--- src/rtl/index_to_onehot_pulser_if.sv ---
`default_nettype none
// ============================================================================
// Module      : index_to_onehot_pulser_if
// Description : Valid/ready index handshake between the encoder side and the
//               one-hot pulser.
// Revision    : 1.0 - initial release
// ============================================================================
interface index_to_onehot_pulser_if #(
    parameter int IDX_W = 4
);
    logic             in_valid;
    logic [IDX_W-1:0] in_idx;
    logic             in_ready;

    modport master (
        output in_valid,
        output in_idx,
        input  in_ready
    );

    modport slave (
        input  in_valid,
        input  in_idx,
        output in_ready
    );
endinterface
`default_nettype wire

--- src/rtl/index_to_onehot_pulser.sv ---
`default_nettype none
// ============================================================================
// Module      : index_to_onehot_pulser
// Description : Queues 4-bit indices in a small FIFO and replays each as a
//               one-hot strobe of PULSE_LEN cycles, separated by GAP_LEN zeros.
// Revision    : 1.0 - initial release
// ============================================================================
module index_to_onehot_pulser #(
    parameter int IDX_W     = 4,
    parameter int PULSE_LEN = 4,
    parameter int GAP_LEN   = 1,
    parameter int DEPTH     = 2
) (
    input  wire                       clk,
    input  wire                       rst,
    index_to_onehot_pulser_if.slave   bus,
    output logic [(2**IDX_W)-1:0]     onehot,
    output logic                      done,
    output logic                      busy
);

    localparam int c_OH_W    = 2 ** IDX_W;
    localparam int c_PTR_W   = (DEPTH > 1) ? $clog2(DEPTH) : 1;
    localparam int c_FCNT_W  = $clog2(DEPTH + 1);
    localparam int c_CNT_MAX = (PULSE_LEN > GAP_LEN) ? PULSE_LEN : GAP_LEN;
    localparam int c_CNT_W   = (c_CNT_MAX > 1) ? $clog2(c_CNT_MAX) : 1;

    localparam logic [c_FCNT_W-1:0] c_DEPTH_CNT  = c_FCNT_W'(DEPTH);
    localparam logic [c_PTR_W-1:0]  c_PTR_LAST   = c_PTR_W'(DEPTH - 1);
    localparam logic [c_CNT_W-1:0]  c_PULSE_LOAD = c_CNT_W'(PULSE_LEN - 1);
    localparam logic [c_CNT_W-1:0]  c_GAP_LOAD   = (GAP_LEN > 0) ? c_CNT_W'(GAP_LEN - 1) : '0;
    localparam logic [c_CNT_W-1:0]  c_CNT_ONE    = c_CNT_W'(1);

    localparam logic [1:0] c_ST_IDLE  = 2'd0;
    localparam logic [1:0] c_ST_PULSE = 2'd1;
    localparam logic [1:0] c_ST_GAP   = 2'd2;

    // ------------------------------------------------------------------
    // Input FIFO
    // ------------------------------------------------------------------
    logic [IDX_W-1:0]    r_mem [DEPTH];
    logic [c_PTR_W-1:0]  r_wr_ptr;
    logic [c_PTR_W-1:0]  r_rd_ptr;
    logic [c_FCNT_W-1:0] r_fcnt;

    logic                w_in_ready;
    logic                w_push;
    logic                w_pop;
    logic                w_empty;
    logic [c_PTR_W-1:0]  w_wr_ptr_nxt;
    logic [c_PTR_W-1:0]  w_rd_ptr_nxt;
    logic [IDX_W-1:0]    w_head;
    logic [c_OH_W-1:0]   w_head_onehot;

    // Ready is held low during reset so nothing can be queued across it.
    assign w_in_ready   = ~rst & (r_fcnt < c_DEPTH_CNT);
    assign bus.in_ready = w_in_ready;
    assign w_push       = bus.in_valid & w_in_ready;
    assign w_empty      = (r_fcnt == '0);
    assign w_head       = r_mem[r_rd_ptr];
    assign w_head_onehot = c_OH_W'(1) << w_head;

    assign w_wr_ptr_nxt = (r_wr_ptr == c_PTR_LAST) ? '0 : r_wr_ptr + c_PTR_W'(1);
    assign w_rd_ptr_nxt = (r_rd_ptr == c_PTR_LAST) ? '0 : r_rd_ptr + c_PTR_W'(1);

    always_ff @(posedge clk) begin
        if (rst) begin
            r_wr_ptr <= '0;
            r_rd_ptr <= '0;
            r_fcnt   <= '0;
        end else begin
            if (w_push) begin
                r_mem[r_wr_ptr] <= bus.in_idx;
                r_wr_ptr        <= w_wr_ptr_nxt;
            end
            if (w_pop) begin
                r_rd_ptr <= w_rd_ptr_nxt;
            end
            case ({w_push, w_pop})
                2'b10:   r_fcnt <= r_fcnt + c_FCNT_W'(1);
                2'b01:   r_fcnt <= r_fcnt - c_FCNT_W'(1);
                default: r_fcnt <= r_fcnt;
            endcase
        end
    end

    // ------------------------------------------------------------------
    // Strobe sequencer
    // ------------------------------------------------------------------
    logic [1:0]         r_state;
    logic [c_CNT_W-1:0] r_cnt;
    logic [c_OH_W-1:0]  r_onehot;
    logic               r_done;

    logic [1:0]         w_state_nxt;
    logic [c_CNT_W-1:0] w_cnt_nxt;
    logic [c_OH_W-1:0]  w_onehot_nxt;
    logic               w_done_nxt;

    always_ff @(posedge clk) begin
        if (rst) begin
            r_state  <= c_ST_IDLE;
            r_cnt    <= '0;
            r_onehot <= '0;
            r_done   <= 1'b0;
        end else begin
            r_state  <= w_state_nxt;
            r_cnt    <= w_cnt_nxt;
            r_onehot <= w_onehot_nxt;
            r_done   <= w_done_nxt;
        end
    end

    always_comb begin
        w_state_nxt  = r_state;
        w_cnt_nxt    = r_cnt;
        w_onehot_nxt = r_onehot;
        w_done_nxt   = 1'b0;
        w_pop        = 1'b0;

        case (r_state)
            c_ST_IDLE: begin
                if (!w_empty) begin
                    w_pop        = 1'b1;
                    w_onehot_nxt = w_head_onehot;
                    w_cnt_nxt    = c_PULSE_LOAD;
                    w_state_nxt  = c_ST_PULSE;
                end
            end

            c_ST_PULSE: begin
                if (r_cnt != '0) begin
                    w_cnt_nxt = r_cnt - c_CNT_ONE;
                end else begin
                    w_done_nxt = 1'b1;
                    if (GAP_LEN > 0) begin
                        w_onehot_nxt = '0;
                        w_cnt_nxt    = c_GAP_LOAD;
                        w_state_nxt  = c_ST_GAP;
                    end else if (!w_empty) begin
                        // Zero-gap mode chains straight into the next strobe.
                        w_pop        = 1'b1;
                        w_onehot_nxt = w_head_onehot;
                        w_cnt_nxt    = c_PULSE_LOAD;
                    end else begin
                        w_onehot_nxt = '0;
                        w_state_nxt  = c_ST_IDLE;
                    end
                end
            end

            c_ST_GAP: begin
                if (r_cnt != '0) begin
                    w_cnt_nxt = r_cnt - c_CNT_ONE;
                end else if (!w_empty) begin
                    w_pop        = 1'b1;
                    w_onehot_nxt = w_head_onehot;
                    w_cnt_nxt    = c_PULSE_LOAD;
                    w_state_nxt  = c_ST_PULSE;
                end else begin
                    w_state_nxt = c_ST_IDLE;
                end
            end

            default: begin
                w_onehot_nxt = '0;
                w_cnt_nxt    = '0;
                w_state_nxt  = c_ST_IDLE;
            end
        endcase
    end

    assign onehot = r_onehot;
    assign done   = r_done;
    assign busy   = (r_state != c_ST_IDLE) | ~w_empty;

endmodule
`default_nettype wire

--- src/flat_wrapper.sv ---
// flat-port wrapper written by rule: the top's interface ports become plain ports
module index_to_onehot_pulser_flat 
#(
    parameter int IDX_W     = 4,
    parameter int PULSE_LEN = 4,
    parameter int GAP_LEN   = 1,
    parameter int DEPTH     = 2
)
  (clk, rst, onehot, done, busy, bus_in_valid, bus_in_idx, bus_in_ready);
  index_to_onehot_pulser_if #(.IDX_W(IDX_W)) bus_i ();
  input  wire clk;
  input  wire rst;
  output logic [(2**IDX_W)-1:0] onehot;
  output logic done;
  output logic busy;
  input wire logic [$bits(bus_i.in_valid)-1:0] bus_in_valid;
  input wire logic [$bits(bus_i.in_idx)-1:0] bus_in_idx;
  output wire logic [$bits(bus_i.in_ready)-1:0] bus_in_ready;
  assign bus_i.in_valid = bus_in_valid;
  assign bus_i.in_idx = bus_in_idx;
  assign bus_in_ready = bus_i.in_ready;
  index_to_onehot_pulser #(.IDX_W(IDX_W), .PULSE_LEN(PULSE_LEN), .GAP_LEN(GAP_LEN), .DEPTH(DEPTH)) u_core (.clk(clk), .rst(rst), .bus(bus_i), .onehot(onehot), .done(done), .busy(busy));
endmodule
--- config.mk ---
export PLATFORM = sky130hd
export DESIGN_NAME = index_to_onehot_pulser_flat
export DESIGN_NICKNAME = d
export VERILOG_FILES = /design/src/rtl/index_to_onehot_pulser_if.sv /design/src/rtl/index_to_onehot_pulser.sv /design/src/flat_wrapper.sv
export SDC_FILE = /design/constraint.sdc
export NUM_CORES = 1
export LEC_CHECK = 0
export CORE_ASPECT_RATIO = 1.5
export CORE_MARGIN = 8
export CORE_UTILIZATION = 54
export DETAILED_ROUTE_END_ITERATION = 10
export PLACE_DENSITY = 0.9
export SYNTH_ARGS = -nofsm -noshare
export SYNTH_HDL_FRONTEND = slang
export SYNTH_SLANG_ARGS = --single-unit
export TNS_END_PERCENT = 100
--- constraint.sdc ---
create_clock -name clk -period 3.2 [get_ports clk]
set_input_delay 0.32 -clock clk [delete_from_list [all_inputs] [get_ports clk]]
set_output_delay 0.32 -clock clk [all_outputs]
set_load 0.1 [all_outputs]
Yosys cells after proc, flatten, opt, wreduce, memory -nomap -nowiden
Memory sizes are Yosys's and may differ from the RTL's. A register that Yosys moved wholly into a read port is not among the register bits.
Index checks and enable logic that the tools add are counted.

word-level totals
  register bits after elaboration = 25
  word-level logic and storage cells = 61
  output and inout port bits = 19
  memories = 1
  memory bits (writable) = 8

memories
  memory        depth  bits a word  read ports  clocked after memory_dff  write ports  line                          source
  u_core.r_mem  2      4            1           1                         1            index_to_onehot_pulser.sv:41  logic [IDX_W-1:0] r_mem [DEPTH];

cells by class
  shift operators = 1
  add/sub/neg operators = 5
  multiplexer cells = 25
  bitwise operators = 6
  equal/unequal tests = 7
  reduce and logical (&&, ||, !) cells = 8
  $lt $le $gt $ge = 1

operator list
  cell                    number
  $mux W16                3
  $pmux W16 S3            1
  $shl A1 B4 Y16 const A  1
  $mux W2                 6
  $pmux W2 S3             2
  $mux W1                 11
  $ne A2 B2 Y1 const B    3
  $reduce_bool A2 Y1      3
  $eq A2 B1 Y1 const B    2
  $eq A2 B2 Y1 const B    2
  $logic_not A2 Y1        2
  $pmux W2 S2             1
  $sub A2 B1 Y2 const B   2
  $not A1 Y1              3
  $reduce_and A3 Y1       1
  $add A1 B1 Y1 const B   2
  $add A2 B1 Y2 const B   1
  $and A1 B1 Y1           2
  $lt A2 B2 Y1 const B    1
  $pmux W1 S2             1
  $reduce_and A2 Y1       1
  $reduce_or A2 Y1        1
  $or A1 B1 Y1            1

Depth between registers and ports, before layout
  depth after elaboration = 6
  depth in mapped cells = 8
  gate-level depth less buffers = 7

Least setup slack after synthesis
OpenSTA, ideal clock, no wires.

  kind = in2reg
  from = in rst
  to = reg u_core.r_fcnt[1]
  slack = 295 ps
  stages on the path = 6
  library setup time = 71 ps
  arrival time = 2834 ps
  required time = 3129 ps
  path through = clkbuf_1 -> nor2_1 -> nand2_1 -> ha_1 -> or3_1 -> a21oi_1

between the ends
  word-level cells in the longest chain between the ends = 5

RTL lines
  item                                                      line                          source
  start: declaration                                        flat_wrapper.sv:12            input wire rst;
  $not A1 Y1 (*)                                            index_to_onehot_pulser.sv:56  assign w_in_ready = ~rst & (r_fcnt < c_DEPTH_CNT);
  $and A1 B1 Y1 (*)                                         index_to_onehot_pulser.sv:56
  net bus_in_ready                                          flat_wrapper.sv:18            output wire logic [$bits(bus_i.in_ready)-1:0] bus_in_ready;
  $and A1 B1 Y1 (*)                                         index_to_onehot_pulser.sv:58  assign w_push = bus.in_valid & w_in_ready;
  $eq A2 B1 Y1 / $eq A2 B2 Y1 (equally long branches)       index_to_onehot_pulser.sv:79  case ({w_push, w_pop})
  $pmux W2 S2 / $reduce_bool A2 Y1 (equally long branches)  -
  end signal: assignment                                    index_to_onehot_pulser.sv:80  2'b10: r_fcnt <= r_fcnt + c_FCNT_W'(1);
  end signal: assignment                                    index_to_onehot_pulser.sv:81  2'b01: r_fcnt <= r_fcnt - c_FCNT_W'(1);
  end signal: assignment                                    index_to_onehot_pulser.sv:82  default: r_fcnt <= r_fcnt;
  end: declaration                                          index_to_onehot_pulser.sv:44  logic [c_FCNT_W-1:0] r_fcnt;

Mark *: on every way through the listed nets, which the timed path passes. The rest lies on a longest branch.
A chain may end at the register's enable or synchronous reset.

Worst setup path in the final report
  from = reg u_core.r_fcnt[1]
  to = out busy

between the ends
  word-level cells in the longest chain between the ends = 3

RTL lines
  item              line                           source
  $logic_not A2 Y1  index_to_onehot_pulser.sv:59   assign w_empty = (r_fcnt == '0);
  $not A1 Y1        index_to_onehot_pulser.sv:175  assign busy = (r_state != c_ST_IDLE) | ~w_empty;
  $or A1 B1 Y1      index_to_onehot_pulser.sv:175
  end: declaration  flat_wrapper.sv:15             output logic busy;

No other way between the ends.

==> results.md <==
* Drt total wl at 3.00 mm
* Gp weighted congestion at 0.786
* Max Clock Freq at 384 MHz
* Worst Clk Skew at 0.00930 ns
* Final Hold Fails at 0
* Peak VDD IR at 0.000687 V
* Post-DR wirelength/cell at 16.6 µm
* Syn Inst Count at 130
* Flop2flop setup slack at 1.23 ns
* GRT Util Overall at 0.141
* Hpwl dp at 2.33 mm
* Fin cells at 181
* Via count at 1078
* Initial Util at 0.566
* CP delay by family, top: buffers and inverters
* Worst Hold Class: flip-flop to flip-flop
* Final Net Count at 164
* Placed cells at 173
* Largest net degree at the start of global routing at 17
* Most frequent cell after synthesis: dfxtp_1
* RSZ-0062 raised after global routing: no
* Crit path to: busy
* Crit path cell chain: nor3_1 > or2b_1 > clkdlybuf4s50_1
* Startpoint types: flip-flop
* Seq/Total Area, Yosys at 0.555
* Worst setup startpoint: u_core.r_fcnt[1]$_SDFFE_PP0P_
* Vias in the first global route at 1136
* Die area at 0.00444 mm²
* Layout overhead on the synthesized area at 21.9%
* Synth top area share at 0.380
* Fraction of registers with async set or reset after synthesis at 0
* Clock buffers created by TritonCTS at 5
* Setup TNS Final at 0 ns
* Core area at 0.00242 mm²
* Minimum clock period at 2.61 ns
* Worst path bufs/invs at 1
* Post-Syn Nets at 138
* Critical-path cell with the highest stage delay: clkdlybuf4s50_1
* Max-slew violations at 0
* Row cnt at 22
* Leak at 0.622 nW
* Commonest cells in the netlist: dfxtp_1, nor2_1, a22o_1, edfxtp_1, a21oi_1
* Busiest layer in global routing: met2
* Worst r2r src: u_core.r_cnt[1]$_SDFF_PP0_
* DRC Markers at 0
* Clock transition at the registers of the reported paths at 0.10 ns
* Final setup violation count at 0
* DP Area at 0.00162 mm²
* First-pass GRT wire length at 5.01 mm
* Post-route ant nets at 0
* WS Path Type: flip-flop to output pin
* Measured slew at the worst slew-check pin at 0.982 ns
* Share of layout cells above drive strength 1 at 0.115
* CP peak stage delay at 0.96 ns
* TritonRoute pass-1 iters at 4
* Met2 Use GR at 0.254
* Antenna violations before repair at 0
* Worst path depth at 3
* CP required at 2.88 ns
* Fin util at 0.690
* Clock Path Buffers at 2
* Ys Warns at 0
* GR Util met3 at 0.0472
* DRT iter0 DRCs at 32
* Synth Area per Inst at 10.5 µm²
* Synth area leader: dfxtp_1
* Clock Sinks at 34
* Worst skew pair latency at 0.35 ns
* Via density at 5.96
* Die width at 57.1 µm
* CP Capture Type: output pin
* Library cells used by synthesis at 35
* Resized cells post-CTS at 0
* Syn Std Cell Area at 0.00137 mm²
* Count of input and output buffers at 25
* Root buffer cell: clkbuf_4
* Synth area leaders: dfxtp_1, edfxtp_1, a22o_1
* Reg2reg path depth at 6
* Io pins at 26
* Maxcap violations at 0
* Tcrit/Tclk final at 0.815
* Synth Flop Type: dfxtp_1
* Postcts setup bufs at 0
* H-Tree Depth at 2
* Outcome: complete, no violations
* Met1 track demand over resource at 0.119
* Total gr overflow at 0
* Critical path arrival at 2.29 ns
* Worst Path Max Fanout at 7
* Fin area at 0.00167 mm²
* CTS tree: yes
* Cts hold-fix bufs at 0
* Chip height at 77.7 µm
* Synth Register Bits at 34
* Antenna Cells at 0
* Critical R2R Capture: u_core.r_fcnt[1]$_SDFFE_PP0P_
* Rel. slew slack at 0.343
* Pwr dens at 920 mW/mm²
* Number of synthesized flops with an enable pin at 8
layer usage:
| layer | vias to the layer above | routed length [µm] |
|---|---|---|
| met2 | 42 | 1600 |
| met1 | 500 | 1050 |
| met4 | 0 | 147 |
| li1 | 521 | - |
| met3 | 15 | 206 |
| met5 | - | 0 |
worst reg2reg max path, cell delays in order, from the launching register on:
cell,delay [ns]
dfxtp_1,0.37
o21a_1,0.23
or3_4,0.42
inv_2,0.10
ha_1,0.27
or3_1,0.37
a21oi_1,0.15
cell families after synthesis:
| family | synth area share |
|---|---|
| buf+inv | 0.0402 |
| compound gates | 0.196 |
| simple gates | 0.167 |
| fa+ha+maj | 0.00913 |
| xor+xnor | 0.0320 |
| flops | 0.555 |
final cells by class:
| cell class | count | area [µm²] |
|---|---|---|
| sequential | 34 | 761 |
| fill | 193 | 752 |
| multi-input combinational | 84 | 554 |
| timing repair buffer | 26 | 255 |
| clock buffer | 6 | 41.3 |
| tap | 24 | 30.0 |
| inverter | 5 | 18.8 |
| clock inverter | 2 | 10.0 |
registers in the layout (all words and copies together) (netlist names), named ones only:
name	flops
u_core.r_cnt	2
u_core.done	1
u_core.r_fcnt	2
u_core.r_rd_ptr	1
u_core.onehot	16
u_core.r_state	2
u_core.r_wr_ptr	1
u_core.r_mem	8
how the worst min path moves through the flow:
stage	cells after the start	to	start
floorplan	0	u_core.r_mem[0][0]$_DFFE_PP_	bus_in_idx[0]
global placement	1	u_core.onehot[7]$_SDFFE_PP0P_	u_core.onehot[7]$_SDFFE_PP0P_
detailed placement	1	u_core.onehot[8]$_SDFFE_PP0P_	u_core.onehot[8]$_SDFFE_PP0P_
CTS	1	u_core.onehot[8]$_SDFFE_PP0P_	u_core.onehot[8]$_SDFFE_PP0P_
global route	1	u_core.onehot[10]$_SDFFE_PP0P_	u_core.onehot[10]$_SDFFE_PP0P_
finish	1	u_core.onehot[8]$_SDFFE_PP0P_	u_core.onehot[8]$_SDFFE_PP0P_
where the power goes:
part	total, mW	leakage [nW]	switching (mW)	internal [mW]
registers	0.608	0.285	0.0970	0.511
clock network	0.227	0.0320	0.144	0.0835
logic	0.700	0.306	0.465	0.235
total	1.54	0.622	0.706	0.830
cells in the final DEF (no fill, tap or decap), drive strengths merged, types with 2 or more instances in the layout:
cell,synthesis,routed
clkbuf,4,6
buf,3,2
a21oi,8,8
nand2,3,3
nand3b,2,2
o32a,3,3
clkdlybuf4s50,0,24
nor3,4,4
nor2b,3,3
inv,5,5
a32oi,2,2
a22o,16,16
nor2,24,24
dfxtp,26,26
xnor2,4,4
edfxtp,8,8
clkinv,0,2
or3,2,2
nand3,2,2
per-stage QoR:
stage	worst slack, ns	power, mW	hold slack [ns]
5_1_grt	0.498	1.62	0.516
3_3_place_gp	1.05	1.27	0.461
4_1_cts	0.571	1.55	0.489
3_5_place_dp	1.02	1.31	0.468
2_1_floorplan	0.295	1.18	0.419
6_report	0.593	1.54	0.488
(Power assumes the default switching activity.)
